`src/rtl/mbus_tx_arbiter.sv`:
```
// mbus_tx_arbiter: shares one MBus TX port among NUM_REQ local requesters.
// Arbitration is per message. The arbiter sequences multi-word (pend) transfers
// and the TX_SUCC/TX_FAIL -> TX_RESP_ACK response handshake, and reports
// per-requester done/fail status.
//
// Ports
//   CLK, RESETn      clock; synchronous active-low reset
//   REQ_VALID[i]     requester i has a word ready (held until REQ_ACK[i])
//   REQ_ADDR/DATA    packed per-requester address/data, slice i = [W*(i+1)-1:W*i]
//   REQ_PEND[i]      more words follow in this message
//   REQ_PRIO[i]      requester asks for MBus priority arbitration
//   REQ_ACK[i]       pulse: word accepted by MBus
//   REQ_DONE[i]      pulse: message ended with TX_SUCC
//   REQ_FAIL[i]      pulse: message ended with TX_FAIL
//   TX_ADDR/DATA/PEND, TX_REQ, PRIORITY, TX_RESP_ACK   to MBus node
//   TX_ACK, TX_SUCC, TX_FAIL                           from MBus node
module mbus_tx_arbiter #(
  parameter int unsigned NUM_REQ = 3,
  parameter int unsigned ADDR_W  = 8,
  parameter int unsigned DATA_W  = 32
) (
  input  logic                        CLK,
  input  logic                        RESETn,
  input  logic [NUM_REQ-1:0]          REQ_VALID,
  input  logic [NUM_REQ*ADDR_W-1:0]   REQ_ADDR,
  input  logic [NUM_REQ*DATA_W-1:0]   REQ_DATA,
  input  logic [NUM_REQ-1:0]          REQ_PEND,
  input  logic [NUM_REQ-1:0]          REQ_PRIO,
  output logic [NUM_REQ-1:0]          REQ_ACK,
  output logic [NUM_REQ-1:0]          REQ_DONE,
  output logic [NUM_REQ-1:0]          REQ_FAIL,
  output logic [ADDR_W-1:0]           TX_ADDR,
  output logic [DATA_W-1:0]           TX_DATA,
  output logic                        TX_PEND,
  output logic                        TX_REQ,
  input  logic                        TX_ACK,
  output logic                        PRIORITY,
  input  logic                        TX_SUCC,
  input  logic                        TX_FAIL,
  output logic                        TX_RESP_ACK
);

  localparam int unsigned IDX_W = (NUM_REQ > 1) ? $clog2(NUM_REQ) : 1;

  typedef enum logic [2:0] {
    S_IDLE, S_SEND, S_ACKWAIT, S_NEXT, S_RESP, S_RESPACK
  } state_t;

  state_t             r_state;
  logic [IDX_W-1:0]   r_rr;
  logic [IDX_W-1:0]   r_g;

  logic [NUM_REQ-1:0] w_prio_req;
  logic [NUM_REQ-1:0] w_cand;
  logic               w_found;
  logic [IDX_W-1:0]   w_pick;
  logic [IDX_W-1:0]   w_g_next;
  logic [NUM_REQ-1:0] w_g_onehot;
  logic               w_abort;

  // (base + off) mod NUM_REQ, for off < NUM_REQ
  function automatic logic [IDX_W-1:0] wrap_add(input logic [IDX_W-1:0] base,
                                                input int unsigned      off);
    int unsigned s;
    s = 32'(base) + off;
    if (s >= NUM_REQ) s = s - NUM_REQ;
    return IDX_W'(s);
  endfunction

  // Priority requesters, when present, shadow all others
  assign w_prio_req = REQ_VALID & REQ_PRIO;
  assign w_cand     = (|w_prio_req) ? w_prio_req : REQ_VALID;

  // First candidate at or after the round-robin pointer
  always_comb begin
    w_found = 1'b0;
    w_pick  = '0;
    for (int unsigned k = 0; k < NUM_REQ; k++) begin
      if (!w_found && w_cand[wrap_add(r_rr, k)]) begin
        w_found = 1'b1;
        w_pick  = wrap_add(r_rr, k);
      end
    end
  end

  assign w_g_next   = wrap_add(r_g, 1);
  assign w_g_onehot = NUM_REQ'(1) << r_g;
  // TX_FAIL during the word phase ends the message at once
  assign w_abort    = TX_FAIL && ((r_state == S_SEND) || (r_state == S_ACKWAIT) ||
                                  (r_state == S_NEXT));

  // Arbiter / message sequencer
  always_ff @(posedge CLK) begin
    if (!RESETn) begin
      r_state     <= S_IDLE;
      r_rr        <= '0;
      r_g         <= '0;
      REQ_ACK     <= '0;
      REQ_DONE    <= '0;
      REQ_FAIL    <= '0;
      TX_ADDR     <= '0;
      TX_DATA     <= '0;
      TX_PEND     <= 1'b0;
      TX_REQ      <= 1'b0;
      PRIORITY    <= 1'b0;
      TX_RESP_ACK <= 1'b0;
    end else begin
      REQ_ACK  <= '0;
      REQ_DONE <= '0;
      REQ_FAIL <= '0;
      if (w_abort) begin
        // In-flight word is dropped without REQ_ACK, even if TX_ACK is also high
        TX_REQ      <= 1'b0;
        REQ_FAIL    <= w_g_onehot;
        TX_RESP_ACK <= 1'b1;
        r_state     <= S_RESPACK;
      end else begin
        case (r_state)
          S_IDLE: begin
            if (w_found) begin
              r_g      <= w_pick;
              TX_ADDR  <= REQ_ADDR[32'(w_pick)*ADDR_W +: ADDR_W];
              TX_DATA  <= REQ_DATA[32'(w_pick)*DATA_W +: DATA_W];
              TX_PEND  <= REQ_PEND[w_pick];
              PRIORITY <= REQ_PRIO[w_pick];
              TX_REQ   <= 1'b1;
              r_state  <= S_SEND;
            end
          end
          S_SEND: begin
            if (TX_ACK) begin
              TX_REQ  <= 1'b0;
              REQ_ACK <= w_g_onehot;
              r_state <= S_ACKWAIT;
            end
          end
          S_ACKWAIT: begin
            if (!TX_ACK) r_state <= TX_PEND ? S_NEXT : S_RESP;
          end
          S_NEXT: begin
            // Grant is locked; PRIORITY keeps the value of the first word
            if (REQ_VALID[r_g]) begin
              TX_ADDR <= REQ_ADDR[32'(r_g)*ADDR_W +: ADDR_W];
              TX_DATA <= REQ_DATA[32'(r_g)*DATA_W +: DATA_W];
              TX_PEND <= REQ_PEND[r_g];
              TX_REQ  <= 1'b1;
              r_state <= S_SEND;
            end
          end
          S_RESP: begin
            if (TX_FAIL) begin
              REQ_FAIL    <= w_g_onehot;
              TX_RESP_ACK <= 1'b1;
              r_state     <= S_RESPACK;
            end else if (TX_SUCC) begin
              REQ_DONE    <= w_g_onehot;
              TX_RESP_ACK <= 1'b1;
              r_state     <= S_RESPACK;
            end
          end
          S_RESPACK: begin
            if (!TX_SUCC && !TX_FAIL) begin
              TX_RESP_ACK <= 1'b0;
              PRIORITY    <= 1'b0;
              r_rr        <= w_g_next;
              r_state     <= S_IDLE;
            end
          end
          default: r_state <= S_IDLE;
        endcase
      end
    end
  end

endmodule
```
`config.mk`:
```
export PLATFORM = sky130hd
export DESIGN_NAME = mbus_tx_arbiter
export DESIGN_NICKNAME = d
export VERILOG_FILES = /design/src/rtl/mbus_tx_arbiter.sv
export SDC_FILE = /design/constraint.sdc
export NUM_CORES = 1
export LEC_CHECK = 0
export ABC_AREA = 1
export CAP_MARGIN = 30
export CORE_ASPECT_RATIO = 0.8
export CORE_MARGIN = 5
export CORE_UTILIZATION = 45
export DETAILED_ROUTE_END_ITERATION = 8
export GPL_TIMING_DRIVEN = 0
export MAX_ROUTING_LAYER = met4
export PLACE_DENSITY = 0.87
export REMOVE_ABC_BUFFERS = 1
export SLEW_MARGIN = 20
export SYNTH_ARGS = -nofsm -noshare
export SYNTH_HDL_FRONTEND = slang
export SYNTH_SLANG_ARGS = --single-unit
```
`constraint.sdc`:
```
create_clock -name CLK -period 3.45 [get_ports CLK]
set_clock_uncertainty 0.05 [all_clocks]
set_input_delay 0.8625 -clock CLK [delete_from_list [all_inputs] [get_ports CLK]]
set_output_delay 0.8625 -clock CLK [all_outputs]
set_load 0.02 [all_outputs]
```
# ---- Word level (Yosys, flattened, before mapping)
# Index checks and enable logic that the tools add are counted.
dict set report word_totals {
  ff_bits 60
  latch_bits 0
  mem_bits_rw 0
  romBits 0
  output_inout_bits 53
  elab_cells 143
  n_memories 0
}
dict set report op_classes {
  addsub 7
  multipliers 0
  div 0
  order_cmp 9
  n_eq_ne 17
  shift 5
  mux 58
  bitwise_logic 7
  reduce_logical 27
}
# cell count
set ops {}
lappend ops {{$shiftx A96 B8 Y32} 2}
lappend ops {{$mux W32} 2}
lappend ops {{$pmux W32 S2} 1}
lappend ops {{$shiftx A24 B6 Y8} 2}
lappend ops {{$mux W3} 13}
lappend ops {{$mux W1} 20}
lappend ops {{$pmux W3 S6} 1}
lappend ops {{$mux W8} 2}
lappend ops {{$pmux W8 S2} 1}
lappend ops {{$lt A2 B3 Y1 const B} 5}
lappend ops {{$ne A3 B3 Y1 const B} 5}
lappend ops {{$bmux W1 S2} 7}
lappend ops {{$mux W2} 7}
lappend ops {{$reduce_and A4 Y1} 3}
lappend ops {{$reduce_and A6 Y1} 2}
lappend ops {{$ge A3 B2 Y1 const B} 3}
lappend ops {{$reduce_and A3 Y1} 3}
lappend ops {{$ne A2 B2 Y1 const B} 4}
lappend ops {{$sub A2 B2 Y2 const B} 4}
lappend ops {{$add A2 B1 Y3 const B} 2}
lappend ops {{$eq A3 B2 Y1 const B} 2}
lappend ops {{$eq A3 B3 Y1 const B} 2}
lappend ops {{$not A1 Y1} 6}
lappend ops {{$pmux W1 S2} 3}
lappend ops {{19 further kinds} 28}

# ---- Longest topological paths before layout
# Gate-level depths: netlist of the first run.
dict set report logic_depth {
  depth_word 16
  depth_mapped 18
}

# ---- Worst setup path after synthesis of the first run
# No wires, ideal clock.
dict set report synth_timing {
  kind {in2reg}
  start {in REQ_VALID[2]}
  end {reg TX_ADDR[0]}
  setup_ns 0.117
  arrival_ns 2.202
  required_ns 3.283
  path_slack_ns 1.081
  stages 14
  n_path_buf 2
  cell_sequence {nand2_1 > nand4_1 > nand3_1 > nand3_1 > nand2_1 > nand4_2 > nand3_1 > nand2_2 > buf_6 > buf_4 > nand3_1 > nand2_1 > nor2_1 > nor2_1}
}
dict set report synth_via {
  elab_chain_cells 15
}
# item line
set synth_lines {}
lappend synth_lines {{start: declaration} 24} ;# input logic [NUM_REQ-1:0] REQ_VALID,
lappend synth_lines {{$and A3 B3 Y3} 71} ;# assign w_prio_req = REQ_VALID & REQ_PRIO;
lappend synth_lines {{$reduce_or A3 Y1} 72} ;# assign w_cand = (|w_prio_req) ? w_prio_req : REQ_VALID;
lappend synth_lines {{$mux W3} 72}
lappend synth_lines {{$bmux W1 S2} 79} ;# if (!w_found && w_cand[wrap_add(r_rr, k)]) begin
lappend synth_lines {{$mux W1 (not written as such)} 79}
lappend synth_lines {{$mux W1} 79}
lappend synth_lines {{$logic_not A1 Y1} 79}
lappend synth_lines {{$logic_and A1 B1 Y1} 79}
lappend synth_lines {{$mux W1} 79}
lappend synth_lines {{$logic_not A1 Y1} 79}
lappend synth_lines {{$logic_and A1 B1 Y1} 79}
lappend synth_lines {{$mux W2} 79}
lappend synth_lines {{$shiftx A24 B6 Y8} 122} ;# TX_ADDR <= REQ_ADDR[32'(w_pick)*ADDR_W +: ADDR_W];
lappend synth_lines {{$mux W8} 120} ;# if (w_found) begin
lappend synth_lines {{$pmux W8 S2} 118} ;# case (r_state)
lappend synth_lines {{end signal: assignment} 122}
lappend synth_lines {{end signal: assignment} 143} ;# TX_ADDR <= REQ_ADDR[32'(r_g)*ADDR_W +: ADDR_W];
lappend synth_lines {{end: declaration} 32} ;# output logic [ADDR_W-1:0] TX_ADDR,
# Several ways; a longest one is shown, not always the timed one. The select of a mux whose other input is x is not followed.
# A chain may end at the register's enable or synchronous reset.

# ---- Final worst setup path of the first run
dict set report layout_timing {
  start {in REQ_VALID[1]}
  end {reg TX_ADDR[7]}
}
# The elaborated chain is that of the path after synthesis.

==> flow_summary.yaml, run 1 <==
route:
  dr_total_vias: 4926
  vias_per_cell: 5.094
  wl_um: 13690
  drt-wirelength-per-cell_um: 14.15
  firstDrtPassIters: 6
  drtIter0Drc: 413
  antenna_left: 0
  drc_errors: 0
timing:
  max_slew.worst_pin.slew_ps: 698.3
  rsz0062_at_grt: "false"
  fmax_mhz: 313.4
  period_share: 0.9250
  period_minus_slack_ps: 3191
  hold_viol: 0
  slew_violations: 0
  finalSetupViolCount: 0
  slew_headroom: 0.5309
worst_setup_path:
  cp_slowest_cell: "clkdlybuf4s50_1"
  cpMostUsedCell: "nand2_1"
  crit_family: "simple AND/OR/NAND/NOR gates"
  worst_path_largest_cell_delay_ps: 570
  worstSetupPathType: "primary input to flop"
  critPathRequiredTime_ps: 3630
  end_kind: "flop"
  path_buf_inv: 2
  cp.arrival_ps: 3380
  crit_path_start_kind: "primary input"
  critPathMaxFanout: 44
  crit_chain: "clkdlybuf4s50_1, nand2_2, nand3_2, nand2_2, nand2_1, nand2_1, nand2_4, nand3_1, nand2_2, nand3_1, nand2_8, buf_16, nand2_1, nand2_1, nor2_1, nor2_1, nor2_1"
global_route:
  grt_max_degree: 89
  grt_antenna_before_repair: 0
  grt_pass1_wl_um: 21610
  grt_pass1_vias: 4698
  grt.overflow.total: 0
  grt_usage: 0.2565
synthesis:
  ys_ff_latch: 60
  synthTopCellsByArea: "dfxtp_1, nor2_1, nand2_1"
  yosysSeqAreaShare: 0.3056
  synthDominantCellAreaShare: 0.3056
  async_flop_share: 0
  ys_warn_count: 0
  synth_most_common_cell: "nor2_1"
  netlist_area_um2: 3930
  synthFlopType: "dfxtp_1"
  synth_cell_types: 28
  synth.avg_cell_area_um2: 5.754
  synthCells: 683
  synth_edf_count: 0
  synth_commonest_cells: "nor2_1, nand2_1, inv_1"
  yosysTopAreaCell: "dfxtp_1"
power:
  swShare: 0.4598
  power_frac_comb: 0.606
  p_per_area_nw_per_um2: 791.1
  max-vdd-ir-drop_mv: 0.7324
  clkPwrFrac: 0.150
  power.total_mw: 4.817
  cellLeakagePower_nw: 2.859
  intPower_mw: 2.602
  seq_power_share: 0.243
  netSwitchingPower_mw: 2.215
cells_and_area:
  n_antenna_cell: 0
  synthToLayoutAreaGrowth_pct: 54.95
  num-nets-final: 989
  fin_area_um2: 6090
  fin_cells: 967
  utilization: 0.7147
  drive_above_1_share: 0.05263
cts:
  htree_levels: 3
  cts_tree: "yes"
  insertion_delay_ps: 350
  cts_buffer_depth: 2
  cts.repair.resized: 0
  post_cts_buffers: 0
  cts-root-buf: "clkbuf_8"
  ctsHoldBuffers: 0
  cts_inserted_buffers: 9
  cts_sinks: 60
  path_clk_slew_ps: 80
floorplanning:
  dieHeight_um: 93.59
  dieWidth_um: 114.5
  start_util: 0.4612
  coreArea_um2: 8521
  die-area_um2: 10710
  io_pins: 187
  num_rows: 30
run_status:
  status: "finished, final reports clean"
run:
  maxCapViolations: 0
placement:
  placed_cell_area_um2: 5823
  portBuffers: 186
  hpwl_um: 10110
  globalplace.congestion: 0.8529
  dp_cells: 950
hold_path:
  min_path_type: "flop to flop"
-- placed cells by master (no fill, tap or decap) --
cell	netlist	final
nand2_1	166	164
clkdlybuf4s50_1	0	185
nand4_1	5	5
a221oi_1	1	1
clkinv_2	0	1
o21ai_2	1	1
nor3_2	1	1
nand3_2	4	4
clkinvlp_4	0	3
clkinv_1	1	1
o2111ai_1	1	1
nor4_1	1	1
nand4_2	2	2
nand2_4	1	2
a22oi_1	1	1
clkbuf_8	0	10
clkbuf_16	0	1
inv_4	0	1
nand2_2	6	6
o21ai_0	49	49
o211ai_1	1	1
bufinv_16	0	2
a21oi_1	9	9
buf_12	0	3
a211oi_1	2	2
buf_16	0	1
nor3_1	4	4
inv_2	6	5
nor2_1	187	187
inv_1	68	68
nand3_1	66	66
dfxtp_1	60	60
ha_1	5	5
buf_2	14	1
nand2_8	0	1
-- worst reg2reg max path, cell delays in order (launching register included) --
cell and delay (ps):
dfxtp_1 350, inv_1 50, ha_1 330, inv_1 190, nand3_1 120, nand2_1 70, nand2_1 60, nand2_2 120
nand4_2 140, nand2_1 210, nand2_1 120, nand2_4 360, nand2_1 160, nor2_1 150, nor2_1 60, nor2_1 90
-- worst paths after layout --
check / startpoint / endpoint / slack, ps / cells past startpoint
worst max-delay path: REQ_VALID[1] / TX_ADDR[7] / 260 / 17
worst min-delay path: TX_RESP_ACK / TX_RESP_ACK / 420 / 2
worst max register to register: r_rr[0] / TX_DATA[29] / 770 / 15
worst min register to register: TX_RESP_ACK / TX_RESP_ACK / 420 / 2
-- sequential cells by signal (all words and copies together), names as in the netlist --
name	count
TX_DATA	32
PRIORITY	1
TX_PEND	1
r_rr	2
REQ_DONE	3
TX_REQ	1
REQ_ACK	3
TX_RESP_ACK	1
r_g	2
REQ_FAIL	3
TX_ADDR	8
r_state	3
-- stage by stage --
stage / setup WS, ps / hold slack, ps / setup TNS (ps)
floorplan: 242.4 / 421.7 / 0
detailed placement: -210.4 / 406.8 / -4987
CTS: 127.4 / 425.9 / 0
global route: 114.2 / 469.0 / 0
global placement: -854.0 / 404.0 / -32650
finish: 258.7 / 418.0 / 0
-- final cells by class --
class / instances / area [um^2]
Fill cell: 737 / 2431
Multi-Input combinational cell: 513 / 2270
Timing Repair Buffer: 191 / 1969
Sequential cell: 60 / 1201
Inverter: 75 / 284.0
Tap cell: 112 / 140.1
Clock buffer: 10 / 137.6
Clock inverter: 6 / 87.58
-- metal layers --
| metal | track usage | part of all wire | vias up | wire, um |
|---|---|---|---|---|
| li1 | - | - | 2449 | - |
| met1 | 0.2787 | 0.37 | 2194 | 5084 |
| met2 | 0.4210 | 0.49 | 247 | 6640 |
| met3 | 0.08926 | 0.11 | 36 | 1504 |
| met4 | 0.1207 | 0.033 | 0 | 455 |
| met5 | - | 0 | - | 0 |
-- cell families after synthesis --
group / synth area share
AND/OR/NAND/NOR: 0.4674
buffers and inverters: 0.1229
flip-flops: 0.3056
adder cells (fa/ha/maj): 0.01592
AO/OA/AOI/OAI: 0.08819
-- power groups by stage --
stage | registers, mW | clock network [mW] | logic (mW)
floorplan | 1.49 | 0 | 1.37
global placement | 1.16 | 0 | 2.75
detailed placement | 1.18 | 0 | 2.86
CTS | 1.17 | 0.738 | 2.88
global route | 1.21 | 0.769 | 3.23
finish | 1.17 | 0.725 | 2.92
No activity file was read; power rests on OpenSTA's default activity.
==> run 2, diff against run 1 <==
--- a/config.mk
+++ b/config.mk
@@ -10,6 +10,7 @@
 export CORE_ASPECT_RATIO = 0.8
 export CORE_MARGIN = 5
 export CORE_UTILIZATION = 45
+export CTS_CLUSTER_DIAMETER = 60
 export DETAILED_ROUTE_END_ITERATION = 8
 export GPL_TIMING_DRIVEN = 0
 export MAX_ROUTING_LAYER = met4
@@ -19,3 +20,4 @@
 export SYNTH_ARGS = -nofsm -noshare
 export SYNTH_HDL_FRONTEND = slang
 export SYNTH_SLANG_ARGS = --single-unit
+export TNS_END_PERCENT = 5
==> results of run 2 <==
Same layout as run 1: the final DEF is identical, and so are final timing and power.
==> variant, RTL diff (config.mk and constraints of run 1) <==
Re-encode `state_t` (6 states) as one-hot, 6 bits wide.
--- a/src/rtl/mbus_tx_arbiter.sv
+++ b/src/rtl/mbus_tx_arbiter.sv
@@ -42,8 +42,8 @@
 
   localparam int unsigned IDX_W = (NUM_REQ > 1) ? $clog2(NUM_REQ) : 1;
 
-  typedef enum logic [2:0] {
-    S_IDLE, S_SEND, S_ACKWAIT, S_NEXT, S_RESP, S_RESPACK
+  typedef enum logic [5:0] {
+    S_IDLE = 6'b000001, S_SEND = 6'b000010, S_ACKWAIT = 6'b000100, S_NEXT = 6'b001000, S_RESP = 6'b010000, S_RESPACK = 6'b100000
   } state_t;
 
   state_t             r_state;
Formal check against the unedited RTL: no difference found for any inputs over 4 cycles, from zero or initial values and one cycle with RESETn low; so few cycles prove little.
==> variant against run 1 <==
Cell count is 1.1% higher; sequential cell count is 3 higher; setup slack worse by 0.091 ns; count of clock-buffer cells in the layout is 1 higher; non-clock buffer count is 1 lower; synthesized area is 6.7% higher; routed wire length is 13% higher; final area is 5.8% higher; power is 11% lower; sequential share of layout area is 0.16 points lower; sequential power is 9% lower; register-to-register slack worse by 0.08 ns; largest power group unchanged.
==> variant: results <==
metrics = {
    "worst_setup_path": {
        "cp_slowest_stage_delay_ns": 0.52,
        "crit_fanout": 80,
        "arrival_ns": 3.44,
        "length_in_cells_of_the_worst_reg_to_reg_path": 10,
    },
    "clock_network": {
        "worstSkewPairLatency_ns": 0.32,
        "cts-buffers-inserted": 9,
        "worst_setup_hold_path_clk_slew_ns": 0.06,
        "htreeDepth": 3,
        "clk_path_buf_depth": 2,
        "ctsRootBufferMaster": "clkbuf_16",
    },
    "synth": {
        "synth_area_per_cell_um2": 6.05,
        "area_share_of_xor_xnor_cells_in_the_synthesized_design_pct": 0,
        "synth.yosys.seq_area_share_pct": 30.1,
        "synth_cell_type_count": 29,
        "commonest_cells_in_the_netlist": "140 x nor2_1, 118 x nand2_1, 107 x nand3_1, 70 x inv_1, 63 x dfxtp_1",
        "synth_compound_gate_area_share_pct": 12.9,
        "yosys_warnings": 0,
        "ys_top_cells_by_area": "dfxtp_1 30%, nand3_1 13%, nor2_1 13%",
        "synth_adder_area_share_pct": 1.49,
    },
    "route": {
        "detail_route.wl_per_cell_um": 15.8,
        "dr.first_iter.drc_count": 511,
        "postRouteWirelength_mm": 15.4,
        "drt_drc_violations_left": 0,
        "via_per_inst": 5.33,
        "drt_first_pass_iters": 5,
    },
    "layout": {
        "filler_cell_count": 784,
        "insertedDiodeCount": 0,
        "final_layout_size_suffix_gt1_share_pct": 6.14,
        "final_nets": 997,
        "layout_top_registers": "TX_DATA x32, TX_ADDR x8, r_state x6",
    },
    "grt": {
        "grt_antenna_before_repair": 0,
        "global_route_wire_length_before_repair_mm": 24.1,
        "groute.usage.overall_pct": 26.6,
        "vias_in_the_first_global_route": 5098,
        "grt_start_max_net_pins": 81,
    },
    "pwr": {
        "ir_worst_vdd_mv": 1.07,
        "power.static_leakage_nw": 2.93,
    },
    "placement": {
        "gp_congestion": 0.950,
        "numPlacedInstances": 956,
        "dp_hpwl_mm": 10.2,
        "post_placement_setup_slack_ns": -1.11,
    },
    "min_path": {
        "hold_path_depth": 2,
        "hold_class": "reg -> reg",
    },
    "run_status": {
        "run_status": "completed",
    },
    "sta": {
        "timing.slew.headroom_pct": 64.5,
    },
}
==> variant: final timing paths <==
check        slack, ns    startpoint           to
max               0.17  REQ_VALID[1]  TX_DATA[30]
min               0.42        TX_REQ       TX_REQ
max reg2reg       0.69    r_state[5]  TX_DATA[30]
min reg2reg       0.42        TX_REQ       TX_REQ
==> variant: timing repair <==
| action | in CTS | in global routing |
|---|---|---|
| hold buffers | 0 | 0 |
| pin swaps | 1 | 1 |
| gates resized for setup | 4 | 7 |
| setup endpoints to repair | 40 | 40 |
| buffers inserted | 0 | 2 |
| cloned | 2 | 2 |
==> variant: cell type report <==
class / count / area, µm² / area share (%)
sequential: 63 / 1260 / 19.6
inverter: 78 / 305 / 4.74
multi-input combinational: 516 / 2490 / 38.6
clock inverter: 5 / 80.1 / 1.24
clock buffer: 11 / 253 / 3.92
tap: 115 / 144 / 2.23
timing repair buffer: 190 / 1910 / 29.7
==> variant: kinds of logic after synthesis <==
kind of cell,count (synthesis)
and+or+nand+nor,401
buffers and inverters,119
AOI/OAI and AO/OA,106
DFF,63
adders and majority gates,5
==> variant: power by group <==
part | total (W) | switching [W] | internal (W)
logic | 0.00221 | 0.00133 | 0.000878
clock network | 0.000996 | 0.000326 | 0.000670
registers | 0.00107 | 0.000119 | 0.000948
total | 0.00427 | 0.00178 | 0.00250
==> variant: metrics by stage <==
step           hold WS (ns)  util, %  setup TNS [ns]  cell area, µm²
5_1_grt               0.463     71.0         -0.0248            6440
4_1_cts               0.419     70.2               0            6370
3_5_place_dp          0.411     66.0          -42.81            5990
2_1_floorplan         0.401        -               0            3940
6_report              0.417     71.0               0            6440
3_3_place_gp          0.404     65.5          -41.07            5950
==> variant: layer usage <==
| layer | global-route usage [%] | vias up | wire (µm) |
|---|---|---|---|
| met5 | - | - | 0 |
| met4 | 11.0 | 0 | 314 |
| met3 | 8.64 | 24 | 1420 |
| met2 | 43.0 | 251 | 7400 |
| met1 | 30.9 | 2369 | 6280 |
| li1 | - | 2572 | - |
==> variant: worst reg2reg max path, stage by stage, from the launching register on <==
cell and delay, ns:
dfxtp_1 0.31, nor2_1 0.27, inv_2 0.10, nor4_4 0.39
inv_2 0.28, nand2_1 0.15, nand4_1 0.26, inv_6 0.46
nand2_1 0.19, nor2_1 0.14, nor2_1 0.05
